`src/rtl/piso_frame_tx_if.sv`:
```
// Handshake and serial-line bundle for the piso_frame_tx transmitter.
// The producer side (master) offers a word with LOAD and watches READY;
// the transmitter side (slave) drives the serial line and frame status.
interface piso_frame_tx_if #(
   parameter int WIDTH = 8
);
   logic [WIDTH-1:0] D_IN;
   logic             LOAD;
   logic             READY;
   logic             SO;
   logic             BUSY;
   logic             DONE;

   modport master (
      output D_IN,
      output LOAD,
      input  READY,
      input  SO,
      input  BUSY,
      input  DONE
   );

   modport slave (
      input  D_IN,
      input  LOAD,
      output READY,
      output SO,
      output BUSY,
      output DONE
   );
endinterface

```
`src/rtl/piso_frame_tx.sv`:
```
// Parallel-in serial-out frame transmitter for the bit-serial D-line link.
// Frame on SO: start bit (0), WIDTH data bits LSB-first, optional even
// parity bit, stop bit (1). Idle line level is 1. Every output is driven
// from a register whose next value is derived from the next FSM state, so
// no combinational path exists from LOAD/D_IN to any output.
module piso_frame_tx #(
   parameter int WIDTH     = 8,
   parameter bit PARITY_EN = 1'b1
) (
   input logic            C,
   input logic            RE,
   piso_frame_tx_if.slave bus
);

   // Counter must be able to hold WIDTH itself, hence WIDTH+1 codes.
   localparam int CW = $clog2(WIDTH + 1);
   localparam logic [CW-1:0] LAST_IDX = CW'(WIDTH - 1);

   typedef enum logic [2:0] {
      ST_IDLE   = 3'd0,
      ST_START  = 3'd1,
      ST_DATA   = 3'd2,
      ST_PARITY = 3'd3,
      ST_STOP   = 3'd4
   } state_t;

   // Even parity over the captured word: XOR of all data bits, so the
   // data plus the parity bit always carry an even number of ones.
   function automatic logic even_parity_bit(input logic [WIDTH-1:0] word);
      even_parity_bit = ^word;
   endfunction

   state_t           state_r;
   state_t           state_nxt_s;

   logic [WIDTH-1:0] shift_r;
   logic [WIDTH-1:0] shift_nxt_s;
   logic [CW-1:0]    cnt_r;
   logic [CW-1:0]    cnt_nxt_s;
   logic             par_r;
   logic             par_nxt_s;

   logic             ready_r;
   logic             so_r;
   logic             busy_r;
   logic             done_r;
   logic             ready_nxt_s;
   logic             so_nxt_s;
   logic             busy_nxt_s;
   logic             done_nxt_s;

   logic             accept_s;

   // A load is taken only from IDLE; in every other state LOAD is ignored.
   always_comb begin
      accept_s = 1'b0;
      if (state_r == ST_IDLE) begin
         accept_s = bus.LOAD;
      end else begin
         accept_s = 1'b0;
      end
   end

   // FSM state register.
   always_ff @(posedge C or posedge RE) begin
      if (RE) begin
         state_r <= ST_IDLE;
      end else begin
         state_r <= state_nxt_s;
      end
   end

   // FSM next-state logic: walk start, data, optional parity, stop.
   always_comb begin
      state_nxt_s = state_r;
      case (state_r)
         ST_IDLE: begin
            if (accept_s) begin
               state_nxt_s = ST_START;
            end else begin
               state_nxt_s = ST_IDLE;
            end
         end
         ST_START: begin
            state_nxt_s = ST_DATA;
         end
         ST_DATA: begin
            if (cnt_r == LAST_IDX) begin
               if (PARITY_EN) begin
                  state_nxt_s = ST_PARITY;
               end else begin
                  state_nxt_s = ST_STOP;
               end
            end else begin
               state_nxt_s = ST_DATA;
            end
         end
         ST_PARITY: begin
            state_nxt_s = ST_STOP;
         end
         ST_STOP: begin
            state_nxt_s = ST_IDLE;
         end
         default: begin
            state_nxt_s = ST_IDLE;
         end
      endcase
   end

   // Datapath next values: capture word and its parity on accept, shift
   // right and count while data bits are on the line, otherwise hold.
   always_comb begin
      shift_nxt_s = shift_r;
      cnt_nxt_s   = cnt_r;
      par_nxt_s   = par_r;
      if (accept_s) begin
         shift_nxt_s = bus.D_IN;
         cnt_nxt_s   = {CW{1'b0}};
         par_nxt_s   = even_parity_bit(bus.D_IN);
      end else if (state_r == ST_DATA) begin
         shift_nxt_s = shift_r >> 1;
         cnt_nxt_s   = cnt_r + {{(CW-1){1'b0}}, 1'b1};
         par_nxt_s   = par_r;
      end else begin
         shift_nxt_s = shift_r;
         cnt_nxt_s   = cnt_r;
         par_nxt_s   = par_r;
      end
   end

   // Datapath registers: shift register, bit counter and latched parity.
   always_ff @(posedge C or posedge RE) begin
      if (RE) begin
         shift_r <= {WIDTH{1'b0}};
         cnt_r   <= {CW{1'b0}};
         par_r   <= 1'b0;
      end else begin
         shift_r <= shift_nxt_s;
         cnt_r   <= cnt_nxt_s;
         par_r   <= par_nxt_s;
      end
   end

   // FSM output logic: output values for the state being entered, so the
   // output registers line up exactly with the state register.
   always_comb begin
      ready_nxt_s = 1'b1;
      so_nxt_s    = 1'b1;
      busy_nxt_s  = 1'b0;
      done_nxt_s  = 1'b0;
      case (state_nxt_s)
         ST_IDLE: begin
            ready_nxt_s = 1'b1;
            so_nxt_s    = 1'b1;
            busy_nxt_s  = 1'b0;
            done_nxt_s  = 1'b0;
         end
         ST_START: begin
            ready_nxt_s = 1'b0;
            so_nxt_s    = 1'b0;
            busy_nxt_s  = 1'b1;
            done_nxt_s  = 1'b0;
         end
         ST_DATA: begin
            ready_nxt_s = 1'b0;
            so_nxt_s    = shift_nxt_s[0];
            busy_nxt_s  = 1'b1;
            done_nxt_s  = 1'b0;
         end
         ST_PARITY: begin
            ready_nxt_s = 1'b0;
            so_nxt_s    = par_nxt_s;
            busy_nxt_s  = 1'b1;
            done_nxt_s  = 1'b0;
         end
         ST_STOP: begin
            ready_nxt_s = 1'b0;
            so_nxt_s    = 1'b1;
            busy_nxt_s  = 1'b1;
            done_nxt_s  = 1'b1;
         end
         default: begin
            ready_nxt_s = 1'b1;
            so_nxt_s    = 1'b1;
            busy_nxt_s  = 1'b0;
            done_nxt_s  = 1'b0;
         end
      endcase
   end

   // Output registers; reset forces the idle line level at once.
   always_ff @(posedge C or posedge RE) begin
      if (RE) begin
         ready_r <= 1'b1;
         so_r    <= 1'b1;
         busy_r  <= 1'b0;
         done_r  <= 1'b0;
      end else begin
         ready_r <= ready_nxt_s;
         so_r    <= so_nxt_s;
         busy_r  <= busy_nxt_s;
         done_r  <= done_nxt_s;
      end
   end

   assign bus.READY = ready_r;
   assign bus.SO    = so_r;
   assign bus.BUSY  = busy_r;
   assign bus.DONE  = done_r;

endmodule

```
`src/flat_wrapper.sv`:
```
// flat-port wrapper written by rule: the top's interface ports become plain ports
module piso_frame_tx_flat 
#(
   parameter int WIDTH     = 8,
   parameter bit PARITY_EN = 1'b1
)
  (C, RE, bus_D_IN, bus_LOAD, bus_READY, bus_SO, bus_BUSY, bus_DONE);
  piso_frame_tx_if #(.WIDTH(WIDTH)) bus_i ();
  input logic C;
  input logic RE;
  input wire logic [$bits(bus_i.D_IN)-1:0] bus_D_IN;
  input wire logic [$bits(bus_i.LOAD)-1:0] bus_LOAD;
  output wire logic [$bits(bus_i.READY)-1:0] bus_READY;
  output wire logic [$bits(bus_i.SO)-1:0] bus_SO;
  output wire logic [$bits(bus_i.BUSY)-1:0] bus_BUSY;
  output wire logic [$bits(bus_i.DONE)-1:0] bus_DONE;
  assign bus_i.D_IN = bus_D_IN;
  assign bus_i.LOAD = bus_LOAD;
  assign bus_READY = bus_i.READY;
  assign bus_SO = bus_i.SO;
  assign bus_BUSY = bus_i.BUSY;
  assign bus_DONE = bus_i.DONE;
  piso_frame_tx #(.WIDTH(WIDTH), .PARITY_EN(PARITY_EN)) u_core (.C(C), .RE(RE), .bus(bus_i));
endmodule
```
`config.mk`:
```
export PLATFORM = sky130hd
export DESIGN_NAME = piso_frame_tx_flat
export DESIGN_NICKNAME = d
export VERILOG_FILES = /design/src/rtl/piso_frame_tx_if.sv /design/src/rtl/piso_frame_tx.sv /design/src/flat_wrapper.sv
export SDC_FILE = /design/constraint.sdc
export NUM_CORES = 1
export LEC_CHECK = 0
export BUFFER_PORTS_ARGS = -buffer_cell sky130_fd_sc_hd__buf_4
export CELL_PAD_IN_SITES_DETAIL_PLACEMENT = 0
export CELL_PAD_IN_SITES_GLOBAL_PLACEMENT = 2
export CORE_MARGIN = 5
export CORE_UTILIZATION = 38
export DETAILED_ROUTE_END_ITERATION = 12
export GPL_TIMING_DRIVEN = 0
export PLACE_DENSITY = 0.82
export SETUP_SLACK_MARGIN = 0.02
export SLEW_MARGIN = 20
export SYNTH_ARGS = -nofsm -noshare
export SYNTH_HDL_FRONTEND = slang
export SYNTH_SLANG_ARGS = --single-unit
```
`constraint.sdc`:
```
create_clock -name C -period 2.1 [get_ports C]
set_input_delay 0.105 -clock C [delete_from_list [all_inputs] [get_ports C]]
set_output_delay 0.105 -clock C [all_outputs]
set_load 0.005 [all_outputs]
```
==> flow_metrics.env, run 1 <==
export IMPL_cts_root_buffer="clkbuf_4"
export IMPL_cpPeakStageDelay_ns=0.50
export IMPL_design_area_um2=1150
export IMPL_synth_seq_cells=20
export IMPL_antennaDiodeCount=0
export IMPL_gr_usage_all_layers_pct=11.6
export IMPL_hpwl_mm=1.22
export IMPL_dp_cells=130
export IMPL_gp_congestion=0.695
export IMPL_synth_cells=86
export IMPL_antenna_found_initial=0
export IMPL_ys_seq_area_share_pct=52.4
export IMPL_path_cells="nor4b_4 -> clkbuf_1 -> nand2_1 -> o21ai_0"
export IMPL_cts_tree="built"
export IMPL_layout_drive_gt1_share_pct=25.7
export IMPL_max_slew_margin_rel_pct=48.7
export IMPL_crit_start="u_core.state_r[2]"
export IMPL_grt_pass1_vias=700
export IMPL_cts_htree_levels=1
export IMPL_finalSetupViolations=0
export IMPL_cts_clk_slew_worst_paths_ns=0.11
export IMPL_cp_arrival_ns=1.78
export IMPL_die_y_um=60.3
export IMPL_start_kind="flop"
export IMPL_wl_mm=1.68
export IMPL_ir_worst_vdd_mv=0.531
export IMPL_area_growth_pct=19.7
export IMPL_worst_pin_slew_ns=0.769
export IMPL_reg2reg_to="u_core.shift_r[0]"
export IMPL_drt_iter0_drc=14
export IMPL_period_needed_ns=1.56
export IMPL_clock_sinks=20
export IMPL_yosys_warnings=0
export IMPL_dr_pass1_iters=3
export IMPL_r2r_start="u_core.state_r[2]"
export IMPL_report_final_slew_viol_count=0
export IMPL_die_w_um=60.3
export IMPL_endpoint_kind="flop"
export IMPL_syn_cell_area_um2=960
export IMPL_reg2regPathDepth=4
export IMPL_power_density_nw_per_um2=1280
export IMPL_avgSynthCellArea_um2=11.2
export IMPL_synth_edf_count=0
export IMPL_detail_route_wl_per_cell_um=12.5
export IMPL_hold_viol_final=0
export IMPL_portBuffers=14
export IMPL_layout_commonest_cell="dfrtp_1"
export IMPL_synth_ff_type="dfrtp_1"
export IMPL_placed_cell_area_um2=1100
export IMPL_antenna_left=0
export IMPL_io_pins=15
export IMPL_worstSetupPathType="flop to flop"
export IMPL_critPathSlowestCell="dfrtp_1"
export IMPL_drc=0
export IMPL_cap_violations=0
export IMPL_fin_crit_sh_pct=74.3
export IMPL_die_area_um2=3630
export IMPL_avgViaCountPerCell=4.67
export IMPL_fin_skew_ns=0.00191
export IMPL_fin_cells=135
export IMPL_synth_nets=98
export IMPL_cts_made_buffers=3
export IMPL_rsz0062_at_grt="false"
export IMPL_overflow=0
export IMPL_clk_latency_ns=0.29
export IMPL_grt_pass1_wl_mm=3.06
export IMPL_fillCellCount=247
export IMPL_endpoint="u_core.shift_r[0]"
export IMPL_status="finished, final reports clean"
export IMPL_grt_max_degree=21
export IMPL_hold_path_class="input port to flop"
export IMPL_rows=18
export IMPL_start_util_pct=39.1
export IMPL_r2r_setup_slack_ns=0.54
export IMPL_layout_nets=118
export IMPL_core_um2=2450
export IMPL_crit_fanout=10
export IMPL_mostFrequentLayoutCells="dfrtp_1, buf_4"
export IMPL_power_leakage_nw=0.527
export IMPL_timing_fmax_ghz=0.641
export IMPL_cp_required_ns=2.32
export IMPL_routed_via_count=631
export IMPL_ctsLongestPathBuffers=2
export IMPL_fin_util_pct=46.8
export IMPL_tns_ns=0
export IMPL_ys_async_sr_fraction_pct=100
export IMPL_ys_types=27
worst min path at each step:
| stage | start | end | cells past startpoint |
|---|---|---|---|
| 2_1_floorplan | RE | u_core.bus.BUSY | 1 |
| 3_3_place_gp | RE | u_core.cnt_r[2] | 2 |
| 3_5_place_dp | RE | u_core.bus.BUSY | 2 |
| 4_1_cts | bus_D_IN[2] | u_core.shift_r[2] | 3 |
| 5_1_grt | bus_D_IN[2] | u_core.shift_r[2] | 3 |
| 6_report | bus_D_IN[2] | u_core.shift_r[2] | 3 |
stage by stage:
step | hold slack, ns | total power, mW | worst slack [ns]
after global placement | 0.291 | 1.26 | 0.559
after global routing | 0.0195 | 1.62 | 0.342
final | 0.0227 | 1.47 | 0.540
after floorplan | 0.0673 | 1.10 | 0.772
after CTS | 0.00946 | 1.50 | 0.499
after detailed placement | 0.287 | 1.27 | 0.522
synthesized netlist by cell type (all sizes together) (2+ instances only):
cell type / n / area share (%)
buf: 2 / 1.7
mux2i: 8 / 8.3
inv: 3 / 1.2
nor2: 8 / 3.1
xor2: 2 / 1.8
or2: 2 / 1.3
dfrtp: 18 / 47
o21ai: 7 / 3.7
clkbuf: 2 / 0.91
nand2: 8 / 3.1
a21oi: 3 / 1.6
and3b: 2 / 1.8
xnor2: 8 / 7.3
dfstp: 2 / 5.5
logic make-up after synthesis:
| kind of cell | synth area share, % |
|---|---|
| adder cells (fa/ha/maj) | 1.30 |
| buffers and inverters | 3.78 |
| AO/OA/AOI/OAI | 7.56 |
| flip-flops | 52.4 |
| AND/OR/NAND/NOR | 17.5 |
| multiplexers | 8.34 |
| XOR/XNOR | 9.13 |
where the power goes:
part	switching (mW)	total [mW]	internal [mW]
Sequential	0.104	0.662	0.558
Combinational	0.283	0.591	0.308
Clock	0.113	0.219	0.106
layer usage:
layer  global-route usage (%)  wire length, um  vias up
met3                     2.59               81        2
met5                        0                0        -
met1                     15.6              829      291
met2                     17.6              753       12
met4                     5.70               15        0
li1                         -                -      326
sequential cells by signal, indices dropped and copies added, names as in the netlist:
register and cells:
u_core.shift_r 8, u_core.bus.SO 1, u_core.bus.BUSY 1, u_core.cnt_r 4, u_core.par_r 1, u_core.state_r 3, u_core.bus.DONE 1, u_core.bus.READY 1
what timing repair did:
action,in CTS,in global routing
endpoints found under the hold margin,18,0
gates resized for setup,0,0
hold buffers,1,0
setup buffers,0,0
final cells by class:
class | instances | area (um2) | share of cell area, %
clock buffer | 4 | 36.3 | 3.16
multi-input combinational | 59 | 420 | 36.6
timing repair buffer | 15 | 115 | 10.0
buffer | 4 | 25.0 | 2.18
sequential | 20 | 503 | 43.8
inverter | 3 | 11.3 | 0.980
tap | 30 | 37.5 | 3.27
critical path, delay by kind of cell (launching register included):
family                 cells  cell delay, ns
and+or+nand+nor            2            0.48
AOI/OAI and AO/OA          1            0.09
DFF                        1            0.50
buffers and inverters      1            0.41
Note: power is estimated with default switching activity, not from simulation.
==> run 2: changes to the inputs <==
--- a/config.mk
+++ b/config.mk
@@ -9,10 +9,10 @@
 export CELL_PAD_IN_SITES_DETAIL_PLACEMENT = 0
 export CELL_PAD_IN_SITES_GLOBAL_PLACEMENT = 2
 export CORE_MARGIN = 5
-export CORE_UTILIZATION = 38
+export CORE_UTILIZATION = 35
 export DETAILED_ROUTE_END_ITERATION = 12
 export GPL_TIMING_DRIVEN = 0
-export PLACE_DENSITY = 0.82
+export PLACE_DENSITY = 0.77
 export SETUP_SLACK_MARGIN = 0.02
 export SLEW_MARGIN = 20
 export SYNTH_ARGS = -nofsm -noshare
==> constraint.sdc (replaced) <==
create_clock -name C -period 1.45 [get_ports C]
set_input_delay 0.0725 -clock C [delete_from_list [all_inputs] [get_ports C]]
set_output_delay 0.0725 -clock C [all_outputs]
set_load 0.005 [all_outputs]
==> run 2 against run 1 <==
Worst hold slack lost 0.0091 ns. First-iteration DRC count shrank 57%. Die area grew 7.1%. Clock skew grew 0.0015 ns. Via count grew 9.2%. Flip-flop and latch count is the same. Largest power group is now combinational logic. Highest routed layer unchanged. Register-to-register slack lost 0.45 ns.
==> flow_metrics.env, run 2 (synthesized netlist as in run 1, its figures left out) <==
export IMPL_status="finished, final reports clean"
export IMPL_antenna_found_initial=0
export IMPL_mostFrequentLayoutCells="buf_4, dfrtp_1"
export IMPL_layout_drive_gt1_share_pct=32.2
export IMPL_cts_clk_slew_worst_paths_ns=0.12
export IMPL_gr_usage_all_layers_pct=11.2
export IMPL_cap_violations=0
export IMPL_io_pins=15
export IMPL_core_um2=2690
export IMPL_finalSetupViolations=0
export IMPL_ctsLongestPathBuffers=2
export IMPL_worstSetupPathType="flop to flop"
export IMPL_largest_reg_flops=8
export IMPL_report_final_slew_viol_count=0
export IMPL_worst_pin_slew_ns=0.792
export IMPL_antenna_left=0
export IMPL_fin_cells=149
export IMPL_critPathSlowestCell="dfrtp_2"
export IMPL_start_kind="flop"
export IMPL_rsz0062_at_grt="true"
export IMPL_drc=0
export IMPL_period_needed_ns=1.36
export IMPL_reg_largest_list="u_core.shift_r: 8 flops, u_core.cnt_r: 4 flops, u_core.state_r: 3 flops"
export IMPL_use_met2_pct=16.3
export IMPL_cp_arrival_ns=1.56
export IMPL_layout_nets=131
export IMPL_drt_iter0_drc=6
export IMPL_cts_tree="built"
export IMPL_fin_crit_sh_pct=93.7
export IMPL_grt_pass1_wl_mm=3.42
export IMPL_portBuffers=14
export IMPL_fillCellCount=260
export IMPL_overflow=0
export IMPL_endpoint_kind="flop"
export IMPL_cpPeakStageDelay_ns=0.47
export IMPL_setup_ws_ns=0.0907
export IMPL_wl_mm=1.97
export IMPL_power_leakage_nw=0.589
export IMPL_detail_route_wl_per_cell_um=13.2
export IMPL_area_growth_pct=33.5
export IMPL_clk_latency_ns=0.30
export IMPL_die_y_um=62.4
export IMPL_path_cells="nor3b_4 -> buf_4 -> nand4_1 -> xor2_1 -> nor2_1"
export IMPL_top_usage_layer="met2"
export IMPL_rows=19
export IMPL_routed_via_count=689
export IMPL_die_w_um=62.4
export IMPL_dp_cells=131
export IMPL_hpwl_mm=1.25
export IMPL_cts_root_buffer="clkbuf_4"
export IMPL_cts_htree_levels=1
export IMPL_avgViaCountPerCell=4.62
export IMPL_die_area_um2=3890
export IMPL_hold_path_class="input port to flop"
export IMPL_clock_sinks=20
export IMPL_hold_viol_final=0
export IMPL_use_met3_pct=3.06
export IMPL_power_density_nw_per_um2=1820
export IMPL_met1_usage_pct=15.3
export IMPL_layout_commonest_cell="buf_4"
export IMPL_cp_required_ns=1.65
export IMPL_grt_max_degree=21
export IMPL_dr_pass1_iters=3
export IMPL_crit_fanout=5
export IMPL_regMostFlops="u_core.shift_r"
export IMPL_antennaDiodeCount=0
export IMPL_cts_made_buffers=3
export IMPL_gp_congestion=0.706
export IMPL_grt_pass1_vias=728
export IMPL_start_util_pct=35.7
export IMPL_post_place_ws_ns=-0.127
export IMPL_fin_skew_ns=0.00337
export IMPL_ir_worst_vdd_mv=0.863
export IMPL_max_slew_margin_rel_pct=47.1
export IMPL_timing_fmax_ghz=0.736
-- run 2: cell types whose count changed in the layout (fill, tap and decap cells not counted), sizes merged --
cell and change:
buf +7, clkbuf -1, dlygate4sd3 +7
-- run 2: worst paths after layout --
path	start	end	slack [ns]	cells after the start
setup / recovery	u_core.state_r[2]	u_core.cnt_r[3]	0.09	5
hold / removal	bus_D_IN[7]	u_core.shift_r[7]	0.01	2
setup reg to reg	u_core.state_r[2]	u_core.cnt_r[3]	0.09	5
hold reg to reg	u_core.shift_r[7]	u_core.shift_r[7]	0.52	1
max in group asynchronous	RE	u_core.state_r[0]	0.44	3
min in group asynchronous	RE	u_core.bus.BUSY	0.47	3
-- run 2: critical path: cells and delay by family, from the launching register on --
kind | cells | cell delay, ns
buffers and inverters | 1 | 0.17
xor gates and xnor gates | 1 | 0.15
and+or+nand+nor | 3 | 0.47
DFF | 1 | 0.47
-- run 2: metal layers --
layer,routed length (um),vias to the layer above,part of all wire (%)
met1,891,317,45
li1,-,354,-
met5,0,-,0
met3,102,4,5.2
met2,937,14,48
met4,34,0,1.7
-- run 2: cell type report --
class | instances | area, um2 | area share [%]
clock buffers | 4 | 36.3 | 2.83
well taps | 31 | 38.8 | 3.03
flip-flops and latches | 20 | 507 | 39.6
repair buffers | 29 | 238 | 18.6
inverters | 3 | 11.3 | 0.879
multi-input cells | 59 | 424 | 33.1
plain buffers | 3 | 26.3 | 2.05
-- run 2: what timing repair did --
action                                  CTS  global route
endpoints found under the setup margin   13            14
pin swaps                                 2             4
buffers inserted                          2             4
resized for setup                         5             7
hold endpoints to repair                 25             0
hold buffers                              8             0
cloned                                    1             0
-- run 2: per-stage QoR --
stage | utilization [%] | total power [mW] | instance area, um2 | setup TNS (ns) | hold WS, ns
2_1_floorplan | - | 1.59 | 960 | 0 | 0.0348
3_5_place_dp | 41.1 | 1.84 | 1100 | -1.08 | 0.270
6_report | 47.7 | 2.33 | 1280 | 0 | 0.0136
5_1_grt | 47.7 | 2.55 | 1280 | -0.0379 | 0.00812
4_1_cts | 46.3 | 2.27 | 1240 | 0 | 0.00467
3_3_place_gp | 41.1 | 1.82 | 1100 | -0.701 | 0.269
-- run 2: power breakdown --
| part | internal, mW | switching [mW] |
|---|---|---|
| Sequential | 0.816 | 0.171 |
| Clock | 0.153 | 0.174 |
| Combinational | 0.577 | 0.440 |
| Total | 1.55 | 0.786 |
==> run 3: changes to the inputs <==
--- a/config.mk
+++ b/config.mk
@@ -9,10 +9,11 @@
 export CELL_PAD_IN_SITES_DETAIL_PLACEMENT = 0
 export CELL_PAD_IN_SITES_GLOBAL_PLACEMENT = 2
 export CORE_MARGIN = 5
-export CORE_UTILIZATION = 35
+export CORE_UTILIZATION = 37
+export CTS_BUF_LIST = sky130_fd_sc_hd__clkbuf_4
 export DETAILED_ROUTE_END_ITERATION = 12
 export GPL_TIMING_DRIVEN = 0
-export PLACE_DENSITY = 0.77
+export PLACE_DENSITY = 0.8
 export SETUP_SLACK_MARGIN = 0.02
 export SLEW_MARGIN = 20
 export SYNTH_ARGS = -nofsm -noshare
==> run 3 against run 2 <==
Register-to-register slack worse by 0.02 ns. Largest cell class unchanged. Clock power decreased by 21%. Maximum frequency shrank 1.2%. First-iteration DRC count increased to 2.5 times the previous value.
==> flow_metrics.env, run 3 (synthesized netlist as in run 1, its figures left out) <==
export IMPL_cap_violations=0
export IMPL_grt_pass1_vias=707
export IMPL_multiInputGateArea_um2=420
export IMPL_hold_depth=2
export IMPL_status="finished, final reports clean"
export IMPL_avgViaCountPerCell=4.80
export IMPL_gp_congestion=0.697
export IMPL_antenna_found_initial=0
export IMPL_fin_crit_sh_pct=94.9
export IMPL_cts_clk_slew_worst_paths_ns=0.11
export IMPL_report_final_slew_viol_count=0
export IMPL_start_util_pct=38.7
export IMPL_power_density_nw_per_um2=1760
export IMPL_dp_cells=130
export IMPL_ir_worst_vdd_mv=0.953
export IMPL_dr_wl_met2_um=846
export IMPL_layout_drive_gt1_share_pct=29.9
export IMPL_rows=18
export IMPL_hold_path_class="input port to flop"
export IMPL_fin_skew_ns=0.0132
export IMPL_crit_start="u_core.state_r[2]"
export IMPL_detail_route_wl_per_cell_um=12.1
export IMPL_start_kind="flop"
export IMPL_clock_sinks=20
export IMPL_wl_met3_um=99
export IMPL_hold_viol_final=0
export IMPL_endpoint_kind="flop"
export IMPL_regMostFlops="u_core.shift_r"
export IMPL_core_um2=2480
export IMPL_area_growth_pct=31.2
export IMPL_cp_arrival_ns=1.60
export IMPL_period_needed_ns=1.38
export IMPL_holdCritStartpoint="bus_D_IN[7]"
export IMPL_fin_cells=147
export IMPL_overflow=0
export IMPL_finalSetupViolations=0
export IMPL_hpwl_mm=1.20
export IMPL_cts_root_buffer="clkbuf_4"
export IMPL_routed_via_count=705
export IMPL_grt_pass1_wl_mm=3.13
export IMPL_cts_tree="built"
export IMPL_layout_commonest_cell="buf_4"
export IMPL_r2r_start="u_core.state_r[2]"
export IMPL_fillCellCount=233
export IMPL_worst_pin_slew_ns=0.761
export IMPL_antennaDiodeCount=0
export IMPL_gr_usage_all_layers_pct=11.4
export IMPL_drc=0
export IMPL_die_y_um=60.9
export IMPL_reg_largest_list="u_core.shift_r: 8 flops, u_core.cnt_r: 4 flops, u_core.state_r: 3 flops"
export IMPL_dr_max_layer_used="met4"
export IMPL_crit_fanout=6
export IMPL_mostFrequentLayoutCells="buf_4, dfrtp_1"
export IMPL_dr_pass1_iters=4
export IMPL_io_pins=15
export IMPL_portBuffers=14
export IMPL_grt_max_degree=21
export IMPL_die_area_um2=3710
export IMPL_die_w_um=60.9
export IMPL_power_leakage_nw=0.578
export IMPL_antenna_left=0
export IMPL_timing_fmax_ghz=0.727
export IMPL_drt_iter0_drc=15
export IMPL_drt_met1_wl_um=818
export IMPL_max_slew_margin_rel_pct=49.2
export IMPL_largest_reg_flops=8
export IMPL_tns_ns=0
export IMPL_cp_required_ns=1.68
export IMPL_wl_mm=1.78
export IMPL_regArea_um2=507
export IMPL_ctsLongestPathBuffers=2
export IMPL_layout_nets=130
export IMPL_cts_htree_levels=1
export IMPL_clk_latency_ns=0.30
export IMPL_worstSetupPathType="flop to flop"
export IMPL_reg2regPathDepth=4
export IMPL_rsz0062_at_grt="true"
export IMPL_cts_made_buffers=3
==> run 3: changes by cell type in the layout (fill, tap and decap cells not counted) <==
cell / previous run / this run
o21ai_0: 4 / 5
clkinv_1: 0 / 1
clkbuf_8: 1 / 0
o21ai_1: 3 / 2
buf_4: 22 / 21
mux2i_1: 7 / 8
mux2i_2: 1 / 0
==> run 3: final timing paths <==
| check | end | slack (ns) |
|---|---|---|
| max reg2reg | u_core.bus.SO | 0.07 |
| min | u_core.shift_r[7] | 0.03 |
| max in group asynchronous | u_core.state_r[0] | 0.46 |
| min reg2reg | u_core.shift_r[7] | 0.52 |
| max | u_core.bus.SO | 0.07 |
| min in group asynchronous | u_core.shift_r[5] | 0.46 |
==> run 3: critical path: stages (launching register included) <==
cell	delay, ns
dfrtp_2	0.48
nor3b_4	0.31
and4b_1	0.30
nor2_1	0.05
a22oi_1	0.16
==> run 3: power by group <==
group          total (mW)  internal (mW)  switching (mW)
clock network       0.260          0.100           0.160
registers           0.984          0.815           0.168
logic               0.971          0.550           0.421
total                2.22           1.47           0.750
==> run 3: metal layers <==
metal  vias up  track usage [%]
met3         2             2.55
met4         0             5.57
met2        16             18.3
li1        350                -
met5         -                0
met1       337             14.5
==> run 3: layout make-up <==
cell class,count,area share [%]
Timing Repair Buffer,28,18.3
Clock inverter,1,0.298
Tap cell,30,2.98
Clock buffer,3,1.79
Inverter,3,0.895
Sequential cell,20,40.3
Multi-Input combinational cell,59,33.4
Buffer,3,2.09
==> run 3: metrics by stage <==
stage | total power [mW] | utilization, % | cell area [um2] | worst slack (ns) | hold WS (ns)
final | 2.22 | 50.8 | 1260 | 0.0736 | 0.0304
after global routing | 2.41 | 50.8 | 1260 | -0.0159 | 0.0320
after CTS | 2.21 | 49.8 | 1230 | 0.0336 | 0.0218
after detailed placement | 1.84 | 44.5 | 1100 | -0.109 | 0.261
after global placement | 1.82 | 44.5 | 1100 | -0.109 | 0.265
after floorplan | 1.59 | - | 960 | 0.122 | 0.0348
==> run 3: what timing repair did <==
item / CTS / global route
pin swaps: 2 / 4
gates resized for setup: 6 / 3
gates cloned: 1 / 0
setup buffers: 2 / 3
hold endpoints to repair: 25 / 0
hold buffers: 8 / 0
setup endpoints to repair: 13 / 14
